===== config.mk =====
export PLATFORM = sky130hd
export DESIGN_NAME = palette_loader_flat
export DESIGN_NICKNAME = d
export VERILOG_FILES = /design/src/rtl/gpu_palette_pkg.sv /design/src/rtl/palette_loader_if.sv /design/src/rtl/palette_rd_stage.sv /design/src/rtl/palette_loader.sv /design/src/flat_wrapper.sv
export SDC_FILE = /design/constraint.sdc
export NUM_CORES = 1
export LEC_CHECK = 0
export ABC_AREA = 1
export ABC_CLOCK_PERIOD_IN_PS = 2000
export CORE_ASPECT_RATIO = 1.4
export CORE_MARGIN = 2
export CORE_UTILIZATION = 25
export CTS_BUF_LIST = sky130_fd_sc_hd__clkbuf_8
export DETAILED_ROUTE_END_ITERATION = 10
export HOLD_SLACK_MARGIN = 0.05
export SYNTH_ARGS = -nofsm -noshare
export SYNTH_HDL_FRONTEND = slang
export SYNTH_SLANG_ARGS = --single-unit

===== constraint.sdc =====
create_clock -name clk_n -period 2 [get_ports clk_n]
set_clock_uncertainty 0.05 [all_clocks]
set_input_delay 0.5 -clock clk_n [delete_from_list [all_inputs] [get_ports clk_n]]
set_output_delay 0.5 -clock clk_n [all_outputs]
set_load 0.005 [all_outputs]

===== src/rtl/gpu_palette_pkg.sv =====
// Shared types and sizing helpers for the palette memory and its control-port master.
package gpu_palette_pkg;

  localparam int DEFAULT_NUMBER_OF_LAYERS = 32;
  localparam int DEFAULT_PALETTE_SIZE     = 32;

  typedef logic [23:0] rgb24_t;

  // IDLE: take commands | LOAD: write words | READ: fetch words | DRAIN: wait for last word to leave
  typedef enum logic [1:0] {
    IDLE  = 2'd0,
    LOAD  = 2'd1,
    READ  = 2'd2,
    DRAIN = 2'd3
  } palette_ldr_state_t;

  function automatic int layer_width(input int number_of_layers);
    return (number_of_layers > 1) ? $clog2(number_of_layers) : 1;
  endfunction

  function automatic int palette_width(input int palette_size);
    return (palette_size > 1) ? $clog2(palette_size) : 1;
  endfunction

endpackage


===== src/rtl/palette_loader_if.sv =====
// Command, load-data, readback and palette-memory control signals of the palette loader.
interface palette_loader_if
  import gpu_palette_pkg::*;
#(
  parameter int NUMBER_OF_LAYERS = DEFAULT_NUMBER_OF_LAYERS,
  parameter int PALETTE_SIZE     = DEFAULT_PALETTE_SIZE
);
  localparam int LAYER_WIDTH   = layer_width(NUMBER_OF_LAYERS);
  localparam int PALETTE_WIDTH = palette_width(PALETTE_SIZE);

  logic                     cmd_valid;
  logic                     cmd_ready;
  logic                     cmd_read;
  logic [LAYER_WIDTH-1:0]   cmd_layer;
  logic [PALETTE_WIDTH-1:0] cmd_start_idx;
  logic [PALETTE_WIDTH:0]   cmd_count;

  logic                     wr_valid;
  logic                     wr_ready;
  rgb24_t                   wr_data;

  logic                     rd_valid;
  logic                     rd_ready;
  rgb24_t                   rd_data;

  logic                     ctrl_write_en;
  logic                     ctrl_read_en;
  logic [LAYER_WIDTH-1:0]   ctrl_layer;
  logic [PALETTE_WIDTH-1:0] ctrl_palette_idx;
  rgb24_t                   ctrl_data_o;
  rgb24_t                   mem_data_i;

  logic                     busy;
  logic                     done;
  logic                     err;

  modport master (
    input  cmd_valid, cmd_read, cmd_layer, cmd_start_idx, cmd_count,
    input  wr_valid, wr_data, rd_ready, mem_data_i,
    output cmd_ready, wr_ready, rd_valid, rd_data,
    output ctrl_write_en, ctrl_read_en, ctrl_layer, ctrl_palette_idx, ctrl_data_o,
    output busy, done, err
  );

  modport slave (
    output cmd_valid, cmd_read, cmd_layer, cmd_start_idx, cmd_count,
    output wr_valid, wr_data, rd_ready, mem_data_i,
    input  cmd_ready, wr_ready, rd_valid, rd_data,
    input  ctrl_write_en, ctrl_read_en, ctrl_layer, ctrl_palette_idx, ctrl_data_o,
    input  busy, done, err
  );

endinterface


===== src/rtl/palette_rd_stage.sv =====
// Readback holding register: keeps rd_data stable until the consumer takes it.
module palette_rd_stage
  import gpu_palette_pkg::*;
(
  input  logic   clk_n,
  input  logic   rst,
  input  logic   capture,
  input  rgb24_t capture_data,
  input  logic   rd_ready,
  output logic   rd_valid,
  output rgb24_t rd_data,
  output logic   capture_ok
);

  // A new word may enter when the slot is empty or is being emptied this cycle.
  assign capture_ok = !rd_valid || rd_ready;

  always_ff @(posedge clk_n) begin
    if (rst) begin
      rd_valid <= 1'b0;
      rd_data  <= '0;
    end else if (capture) begin
      rd_valid <= 1'b1;
      rd_data  <= capture_data;
    end else if (rd_valid && rd_ready) begin
      rd_valid <= 1'b0;
    end
  end

endmodule


===== src/rtl/palette_loader.sv =====
// Palette memory control-port master: streams load words into one layer or reads entries back.
module palette_loader
  import gpu_palette_pkg::*;
#(
  parameter int NUMBER_OF_LAYERS = DEFAULT_NUMBER_OF_LAYERS,
  parameter int PALETTE_SIZE     = DEFAULT_PALETTE_SIZE
) (
  input logic              clk_n,
  input logic              rst,
  palette_loader_if.master bus
);

  localparam int LAYER_WIDTH   = layer_width(NUMBER_OF_LAYERS);
  localparam int PALETTE_WIDTH = palette_width(PALETTE_SIZE);
  localparam int COUNT_WIDTH   = PALETTE_WIDTH + 1;
  localparam logic [COUNT_WIDTH-1:0] MAX_COUNT = COUNT_WIDTH'(PALETTE_SIZE);
  localparam logic [COUNT_WIDTH-1:0] ONE_LEFT  = COUNT_WIDTH'(1);

  palette_ldr_state_t       state, state_next;
  logic [LAYER_WIDTH-1:0]   layer, layer_next;
  logic [PALETTE_WIDTH-1:0] idx, idx_next;
  logic [PALETTE_WIDTH-1:0] mem_idx, mem_idx_next;
  logic [COUNT_WIDTH-1:0]   remaining, remaining_next;
  logic [COUNT_WIDTH-1:0]   clamped_count;
  rgb24_t                   write_data, write_data_next;
  logic                     write_en, write_en_next;
  logic                     read_en, read_en_next;
  logic                     done, done_next;
  logic                     err, err_next;
  logic                     cmd_ready;
  logic                     wr_ready;
  logic                     capture;
  logic                     capture_ok;
  logic                     last_word;
  logic                     rd_valid;
  rgb24_t                   rd_data;

  always_ff @(posedge clk_n) begin
    if (rst) begin
      state      <= IDLE;
      layer      <= '0;
      idx        <= '0;
      mem_idx    <= '0;
      remaining  <= '0;
      write_data <= '0;
      write_en   <= 1'b0;
      read_en    <= 1'b0;
      done       <= 1'b0;
      err        <= 1'b0;
    end else begin
      state      <= state_next;
      layer      <= layer_next;
      idx        <= idx_next;
      mem_idx    <= mem_idx_next;
      remaining  <= remaining_next;
      write_data <= write_data_next;
      write_en   <= write_en_next;
      read_en    <= read_en_next;
      done       <= done_next;
      err        <= err_next;
    end
  end

  always_comb begin
    state_next      = state;
    layer_next      = layer;
    idx_next        = idx;
    mem_idx_next    = mem_idx;
    remaining_next  = remaining;
    write_data_next = write_data;
    write_en_next   = 1'b0;
    read_en_next    = read_en;
    done_next       = 1'b0;
    err_next        = 1'b0;
    cmd_ready       = 1'b0;
    wr_ready        = 1'b0;
    capture         = 1'b0;
    clamped_count   = (bus.cmd_count > MAX_COUNT) ? MAX_COUNT : bus.cmd_count;
    last_word       = (remaining == ONE_LEFT);

    unique case (state)
      IDLE: begin
        cmd_ready = 1'b1;
        if (bus.cmd_valid) begin
          // Rejected and empty commands complete without touching the memory.
          if (int'(bus.cmd_layer) >= NUMBER_OF_LAYERS) begin
            done_next = 1'b1;
            err_next  = 1'b1;
          end else if (bus.cmd_count == '0) begin
            done_next = 1'b1;
          end else begin
            layer_next     = bus.cmd_layer;
            idx_next       = bus.cmd_start_idx;
            remaining_next = clamped_count;
            if (bus.cmd_read) begin
              state_next   = READ;
              read_en_next = 1'b1;
              mem_idx_next = bus.cmd_start_idx;
            end else begin
              state_next = LOAD;
            end
          end
        end
      end

      LOAD: begin
        wr_ready = 1'b1;
        if (bus.wr_valid) begin
          write_en_next   = 1'b1;
          write_data_next = bus.wr_data;
          mem_idx_next    = idx;
          idx_next        = idx + 1'b1;
          remaining_next  = remaining - 1'b1;
          if (last_word) begin
            state_next = IDLE;
            done_next  = 1'b1;
          end
        end
      end

      READ: begin
        // Address only advances when the holding register can take the current word.
        capture = capture_ok;
        if (capture_ok) begin
          idx_next       = idx + 1'b1;
          mem_idx_next   = idx + 1'b1;
          remaining_next = remaining - 1'b1;
          if (last_word) begin
            state_next   = DRAIN;
            read_en_next = 1'b0;
          end
        end
      end

      DRAIN: begin
        if (rd_valid && bus.rd_ready) begin
          state_next = IDLE;
          done_next  = 1'b1;
        end
      end

      default: begin
        state_next = IDLE;
      end
    endcase
  end

  palette_rd_stage u_rd_stage (
    .clk_n        (clk_n),
    .rst          (rst),
    .capture      (capture),
    .capture_data (bus.mem_data_i),
    .rd_ready     (bus.rd_ready),
    .rd_valid     (rd_valid),
    .rd_data      (rd_data),
    .capture_ok   (capture_ok)
  );

  assign bus.cmd_ready        = cmd_ready;
  assign bus.wr_ready         = wr_ready;
  assign bus.rd_valid         = rd_valid;
  assign bus.rd_data          = rd_data;
  assign bus.ctrl_write_en    = write_en;
  assign bus.ctrl_read_en     = read_en;
  assign bus.ctrl_layer       = layer;
  assign bus.ctrl_palette_idx = mem_idx;
  assign bus.ctrl_data_o      = write_data;
  assign bus.busy             = (state != IDLE);
  assign bus.done             = done;
  assign bus.err              = err;

endmodule


===== src/flat_wrapper.sv =====
// flat-port wrapper written by rule: the top's interface ports become plain ports
module palette_loader_flat import gpu_palette_pkg::*;
#(
  parameter int NUMBER_OF_LAYERS = DEFAULT_NUMBER_OF_LAYERS,
  parameter int PALETTE_SIZE     = DEFAULT_PALETTE_SIZE
)
  (clk_n, rst, bus_cmd_valid, bus_cmd_read, bus_cmd_layer, bus_cmd_start_idx, bus_cmd_count, bus_wr_valid, bus_wr_data, bus_rd_ready, bus_mem_data_i, bus_cmd_ready, bus_wr_ready, bus_rd_valid, bus_rd_data, bus_ctrl_write_en, bus_ctrl_read_en, bus_ctrl_layer, bus_ctrl_palette_idx, bus_ctrl_data_o, bus_busy, bus_done, bus_err);
  palette_loader_if #(.NUMBER_OF_LAYERS(NUMBER_OF_LAYERS), .PALETTE_SIZE(PALETTE_SIZE)) bus_i ();
  input logic clk_n;
  input logic rst;
  input wire logic [$bits(bus_i.cmd_valid)-1:0] bus_cmd_valid;
  input wire logic [$bits(bus_i.cmd_read)-1:0] bus_cmd_read;
  input wire logic [$bits(bus_i.cmd_layer)-1:0] bus_cmd_layer;
  input wire logic [$bits(bus_i.cmd_start_idx)-1:0] bus_cmd_start_idx;
  input wire logic [$bits(bus_i.cmd_count)-1:0] bus_cmd_count;
  input wire logic [$bits(bus_i.wr_valid)-1:0] bus_wr_valid;
  input wire logic [$bits(bus_i.wr_data)-1:0] bus_wr_data;
  input wire logic [$bits(bus_i.rd_ready)-1:0] bus_rd_ready;
  input wire logic [$bits(bus_i.mem_data_i)-1:0] bus_mem_data_i;
  output wire logic [$bits(bus_i.cmd_ready)-1:0] bus_cmd_ready;
  output wire logic [$bits(bus_i.wr_ready)-1:0] bus_wr_ready;
  output wire logic [$bits(bus_i.rd_valid)-1:0] bus_rd_valid;
  output wire logic [$bits(bus_i.rd_data)-1:0] bus_rd_data;
  output wire logic [$bits(bus_i.ctrl_write_en)-1:0] bus_ctrl_write_en;
  output wire logic [$bits(bus_i.ctrl_read_en)-1:0] bus_ctrl_read_en;
  output wire logic [$bits(bus_i.ctrl_layer)-1:0] bus_ctrl_layer;
  output wire logic [$bits(bus_i.ctrl_palette_idx)-1:0] bus_ctrl_palette_idx;
  output wire logic [$bits(bus_i.ctrl_data_o)-1:0] bus_ctrl_data_o;
  output wire logic [$bits(bus_i.busy)-1:0] bus_busy;
  output wire logic [$bits(bus_i.done)-1:0] bus_done;
  output wire logic [$bits(bus_i.err)-1:0] bus_err;
  assign bus_i.cmd_valid = bus_cmd_valid;
  assign bus_i.cmd_read = bus_cmd_read;
  assign bus_i.cmd_layer = bus_cmd_layer;
  assign bus_i.cmd_start_idx = bus_cmd_start_idx;
  assign bus_i.cmd_count = bus_cmd_count;
  assign bus_i.wr_valid = bus_wr_valid;
  assign bus_i.wr_data = bus_wr_data;
  assign bus_i.rd_ready = bus_rd_ready;
  assign bus_i.mem_data_i = bus_mem_data_i;
  assign bus_cmd_ready = bus_i.cmd_ready;
  assign bus_wr_ready = bus_i.wr_ready;
  assign bus_rd_valid = bus_i.rd_valid;
  assign bus_rd_data = bus_i.rd_data;
  assign bus_ctrl_write_en = bus_i.ctrl_write_en;
  assign bus_ctrl_read_en = bus_i.ctrl_read_en;
  assign bus_ctrl_layer = bus_i.ctrl_layer;
  assign bus_ctrl_palette_idx = bus_i.ctrl_palette_idx;
  assign bus_ctrl_data_o = bus_i.ctrl_data_o;
  assign bus_busy = bus_i.busy;
  assign bus_done = bus_i.done;
  assign bus_err = bus_i.err;
  palette_loader #(.NUMBER_OF_LAYERS(NUMBER_OF_LAYERS), .PALETTE_SIZE(PALETTE_SIZE)) u_core (.clk_n(clk_n), .rst(rst), .bus(bus_i));
endmodule

; After elaboration in Yosys (flattened, before gate mapping)
; Index checks and enable logic that the tools add are counted.
[word_totals]
reg_bits = 75
word_cells = 87
[classes]
add_sub_neg = 2
order_cmp = 1
eq_ne = 12
n_mux = 43
n_bitwise = 2
reduce_logical = 16
[op_table]
columns = operator, count
row1 = $mux W5, 8
row2 = $mux W6, 5
row3 = $pmux W5 S3, 2
row4 = $pmux W6 S3, 1
row5 = $mux W1, 16
row6 = $mux W2, 8
row7 = $reduce_and A6 Y1, 2
row8 = $ne A2 B1 Y1 const B, 4
row9 = $ne A2 B2 Y1 const B, 4
row10 = $pmux W2 S4, 1
row11 = $reduce_and A7 Y1, 1
row12 = $eq A6 B1 Y1 const B, 1
row13 = $gt A6 B6 Y1 const B, 1
row14 = $logic_not A6 Y1, 1
row15 = $reduce_bool A2 Y1, 3
row16 = $sub A6 B1 Y6 const B, 1
row17 = $add A5 B1 Y5 const B, 1
row18 = $reduce_and A5 Y1, 1
row19 = $eq A2 B2 Y1 const B, 2
row20 = $pmux W1 S3, 1
row21 = $reduce_and A3 Y1, 1
row22 = $reduce_bool A3 Y1, 1
row23 = $eq A2 B1 Y1 const B, 1
row24 = $logic_not A2 Y1, 1
row25 = other kinds (7), 8

; Longest topological paths before layout
[logic_depth]
word_depth = 5
mapped_depth = 11
ltp_nobuf = 9

; Modules after synthesis
; A second synthesis with hierarchy kept.
[hier_totals]
cells_unflattened = 475
area_unflattened_um2 = 3309.4
[modules_own_cells]
columns = module, n_inst, cells_per_inst, area_per_inst_um2
row1 = palette_loader, 1, 367, 2441.1
row2 = palette_rd_stage, 1, 108, 868.3

; Worst setup path after synthesis
; OpenSTA, ideal clock, no wires.
[synth_timing]
path_type = register -> register
startpoint = reg u_core.state[0]
endpoint = reg u_core.idx[3]
setup_time_ps = 113
arrival_time_ps = 1381
required_time_ps = 1837
path_slack_ps = 457
path_stages_with_launch = 11
n_path_buf = 2
cell_sequence = dfxtp_1 > inv_1 > ha_1 > buf_6 > nand3_2 > nand2_2 > inv_2 > nand3_4 > buf_8 > nor2_1 > nor2_1
[synth_between]
elab_chain_cells = 3
elab_cells_between_ends = 10
classes_between = eq/ne: 6 / mux: 1 / reduce/logical: 3
[synth_lines]
columns = element, line
row1 = from (decl), palette_loader.sv:19  ; palette_ldr_state_t state, state_next;
row2 = from (signal assigned), palette_loader.sv:51  ; state <= state_next;
row3 = "$eq A2 B2 Y1, or another cell as far along", palette_loader.sv:81  ; unique case (state)
row4 = "$ne A2 B1 Y1 (no source line), or another cell as far along", --
row5 = $reduce_and A5 Y1 (no source line), --
row6 = to (signal assigned), palette_loader.sv:53  ; idx <= idx_next;
row7 = to (decl), palette_loader.sv:21  ; logic [PALETTE_WIDTH-1:0] idx, idx_next;
; Several ways; a longest one is shown, not always the timed one.
; A chain may end at the register's enable or synchronous reset.

; Worst setup path after layout
[layout_timing]
startpoint = reg u_core.state[0]
endpoint = out bus_cmd_ready
[layout_between]
elab_chain_cells = 2
[layout_lines]
columns = element, line
row1 = $logic_not A2 Y1, palette_loader.sv:81
row2 = $mux W1, palette_loader.sv:81
row3 = to (decl), flat_wrapper.sv:20  ; output wire logic [$bits(bus_i.cmd_ready)-1:0] bus_cmd_ready;
; Every way passes these cells.

==> impl_metrics.json <==
{
  "final_cell_mix": "nor2_1 (149), clkdlybuf4s50_1 (132), nand2_1 (76)",
  "synth_edf_count": 0,
  "start_kind": "flip-flop",
  "worstSetupStartpoint": "u_core.state[0]",
  "ys.flop_type": "dfxtp_1",
  "htreeDepth": 3,
  "hold_buffers": 0,
  "ys_types": 27,
  "cts_buffer_depth": 2,
  "syn_inst": 488,
  "period_share": 0.971,
  "cts_buffers": 9,
  "met1_usage": 0.156,
  "status": "complete, no violations",
  "netlist_area_um2": 3360,
  "min_from": "u_core.bus.ctrl_layer[0]",
  "r2r_start": "u_core.state[1]",
  "fin_crit_ns": 1.94,
  "cts_tree": "yes",
  "ant_nets": 0,
  "fin_util": 0.397,
  "critPathCaptureType": "output port",
  "wl_per_cell_um": 12.3,
  "required_ns": 1.45,
  "clock_latency_ns": 0.35,
  "syn_area_per_cell_um2": 6.88,
  "vias": 3534,
  "use_met3": 0.0496,
  "wl_mm": 10.0,
  "place_inst": 798,
  "n_antenna_cell": 0,
  "dp.final_hpwl_mm": 7.59,
  "p_per_area_nw_per_um2": 1430,
  "critPathKind": "flip-flop to output port",
  "seq_area_um2": 1510,
  "portBuffers": 134,
  "n_fill_cell": 1429,
  "grt_max_degree": 43,
  "finalNonFillerCells": 817,
  "cp_max_fo": 2,
  "netSwitchingFraction": 0.383,
  "hold_end": "u_core.bus.ctrl_layer[0]",
  "pwr-share-seq": 0.298,
  "critPathMaxStageDelay_ns": 0.49,
  "report.power.total_mw": 7.52,
  "rsz0062_at_grt": "false",
  "cts.sinks": 75,
  "hp-class": "flip-flop to flip-flop",
  "grt.busiest_layer": "met2",
  "synth-seq-area-share": 0.447,
  "grt_use_met2": 0.235,
  "final_common_cell": "nor2_1",
  "gr-total-overflow": 0,
  "switching_power_mw": 2.88,
  "vdd_drop_max_uv": 517,
  "gp_congestion": 0.778,
  "whs_ns": 0.393,
  "gr-usage-all-layers": 0.141,
  "ios": 136,
  "post-route-drc-count": 0,
  "critPathArrivalTime_ns": 1.39,
  "layout-drive-gt1-share": 0.0772,
  "rows": 50,
  "core_um2": 13300,
  "syn_nets": 565,
  "grt_pass1_wl_mm": 15.9,
  "drtIter0Drc": 125,
  "finalHoldViolCount": 0,
  "ys.warnings.count": 0,
  "multi_input_area_um2": 1570,
  "slowest_stage": "clkdlybuf4s50_1",
  "ys_ff_latch": 75,
  "dr.pass1.iters": 4,
  "post_drt_via_cell_ratio": 4.33,
  "comb_power_share": 0.514,
  "p_leak_nw": 2.22,
  "antenna_found_initial": 0,
  "rr_endpoint": "u_core.state[0]",
  "fin_nets": 707,
  "power_frac_clock": 0.188,
  "die_width_um": 102,
  "r2r_cells": 8,
  "clock-root-buffer": "clkbuf_8",
  "crit_buf_inv": 2,
  "hold_depth": 2,
  "synthArstFlopShare": 0,
  "fmax_ghz": 0.515,
  "grt_pass1_vias": 3407,
  "die_y_um": 141,
  "initial_core_util": 0.253,
  "internal_power_mw": 4.64,
  "drv_cap": 0,
  "report.final.setup_viol": 0,
  "r2r_slack_ns": 0.27,
  "syn_to_final_growth_pct": 56.7,
  "slew_viol_final": 0,
  "crit_family": "buffers and inverters",
  "cp_cell_sequence": "inv_2 > ha_4 > clkdlybuf4s50_1",
  "die_area_um2": 14400,
  "clk_pin_slew_ns": 0.08
}
worst register-to-register path: cells and delay by family (launching register included):
family | cells | cell delay [ns]
AO/OA/AOI/OAI | 1 | 0.20
adder cells (fa/ha/maj) | 1 | 0.31
buffers and inverters | 2 | 0.37
flip-flops | 1 | 0.34
AND/OR/NAND/NOR | 4 | 0.36
timing repair:
item | CTS | global route
pin swaps | 1 | 0
setup endpoints to repair | 3 | 2
buffers inserted | 3 | 0
resized for setup | 11 | 2
how the worst max path moves through the flow:
stage | to | slack, ns | depth (start not counted)
floorplan | u_core.idx[3] | 0.46 | 10
global placement | u_core.remaining[3] | -0.10 | 5
detailed placement | u_core.remaining[0] | -0.16 | 6
CTS | bus_cmd_ready | 0.02 | 3
global route | bus_cmd_ready | 0.008 | 3
finish | bus_cmd_ready | 0.06 | 3
final cells by class:
type | count | area share
Tap cell | 182 | 0.0433
Clock buffer | 9 | 0.0235
Inverter | 49 | 0.0354
Multi-Input combinational cell | 342 | 0.298
Timing Repair Buffer | 153 | 0.291
Sequential cell | 75 | 0.286
Clock inverter | 7 | 0.0221
cell families (layout without fill, tap and decap cells):
kind of cell / count (synthesis) / count (layout) / synth area share
flip-flops: 75 / 75 / 0.447
AND/OR/NAND/NOR: 253 / 253 / 0.306
buffers and inverters: 71 / 218 / 0.0932
AO/OA/AOI/OAI: 79 / 79 / 0.121
adder cells (fa/ha/maj): 7 / 7 / 0.0261
XOR/XNOR: 2 / 2 / 0.00522
other: 1 / 1 / 0.00112
synth_stat cells, types with 2 or more instances:
cell type  instances  area (µm²)
a21oi_1           12        60.1
buf_2              7        35.0
buf_6              3        33.8
clkbuf_1          10        37.5
dfxtp_1           75        1500
ha_1               7        87.6
inv_1             47         176
nand2_1           76         285
nand2_2            2        12.5
nand3_1           11        55.1
nand3_2            3        30.0
nand4_1            9        56.3
nor2_1           149         559
o21ai_0           62         310
o22ai_1            2        12.5
xor2_1             2        17.5
sequential cells by signal, summed over array words and instances (netlist names):
name and count:
u_core.bus.ctrl_write_en 1, u_core.bus.done 1, u_core.u_rd_stage.rd_valid 1, u_core.u_rd_stage.rd_data 24, u_core.remaining 6, u_core.bus.ctrl_layer 5, u_core.bus.ctrl_palette_idx 5, u_core.bus.ctrl_read_en 1
u_core.idx 5, u_core.state 2, u_core.bus.ctrl_data_o 24
layer usage:
layer  routed length (µm)  vias up
li1                     -     1810
met1                 4010     1572
met2                 4960      126
met3                  759       26
met4                  306        0
met5                    0        -
power by group through the flow:
| stage | logic, mW | clock network [mW] | registers [mW] |
|---|---|---|---|
| after floorplan | 2.15 | 0 | 2.26 |
| after global placement | 3.68 | 0 | 2.25 |
| after detailed placement | 3.75 | 0 | 2.27 |
| after CTS | 3.87 | 1.46 | 2.24 |
| after global routing | 4.33 | 1.51 | 2.30 |
| final | 3.86 | 1.41 | 2.24 |
metrics by stage:
| step | setup TNS [ns] | worst slack, ns | area [µm²] |
|---|---|---|---|
| 3_5_place_dp | -2.04 | -0.161 | 4970 |
| 5_1_grt | 0 | 0.00831 | 5260 |
| 3_3_place_gp | -1.22 | -0.103 | 4970 |
| 6_report | 0 | 0.0576 | 5260 |
| 2_1_floorplan | 0 | 0.457 | 3360 |
| 4_1_cts | 0 | 0.0181 | 5260 |
No activity file was read; power rests on OpenSTA's default activity.
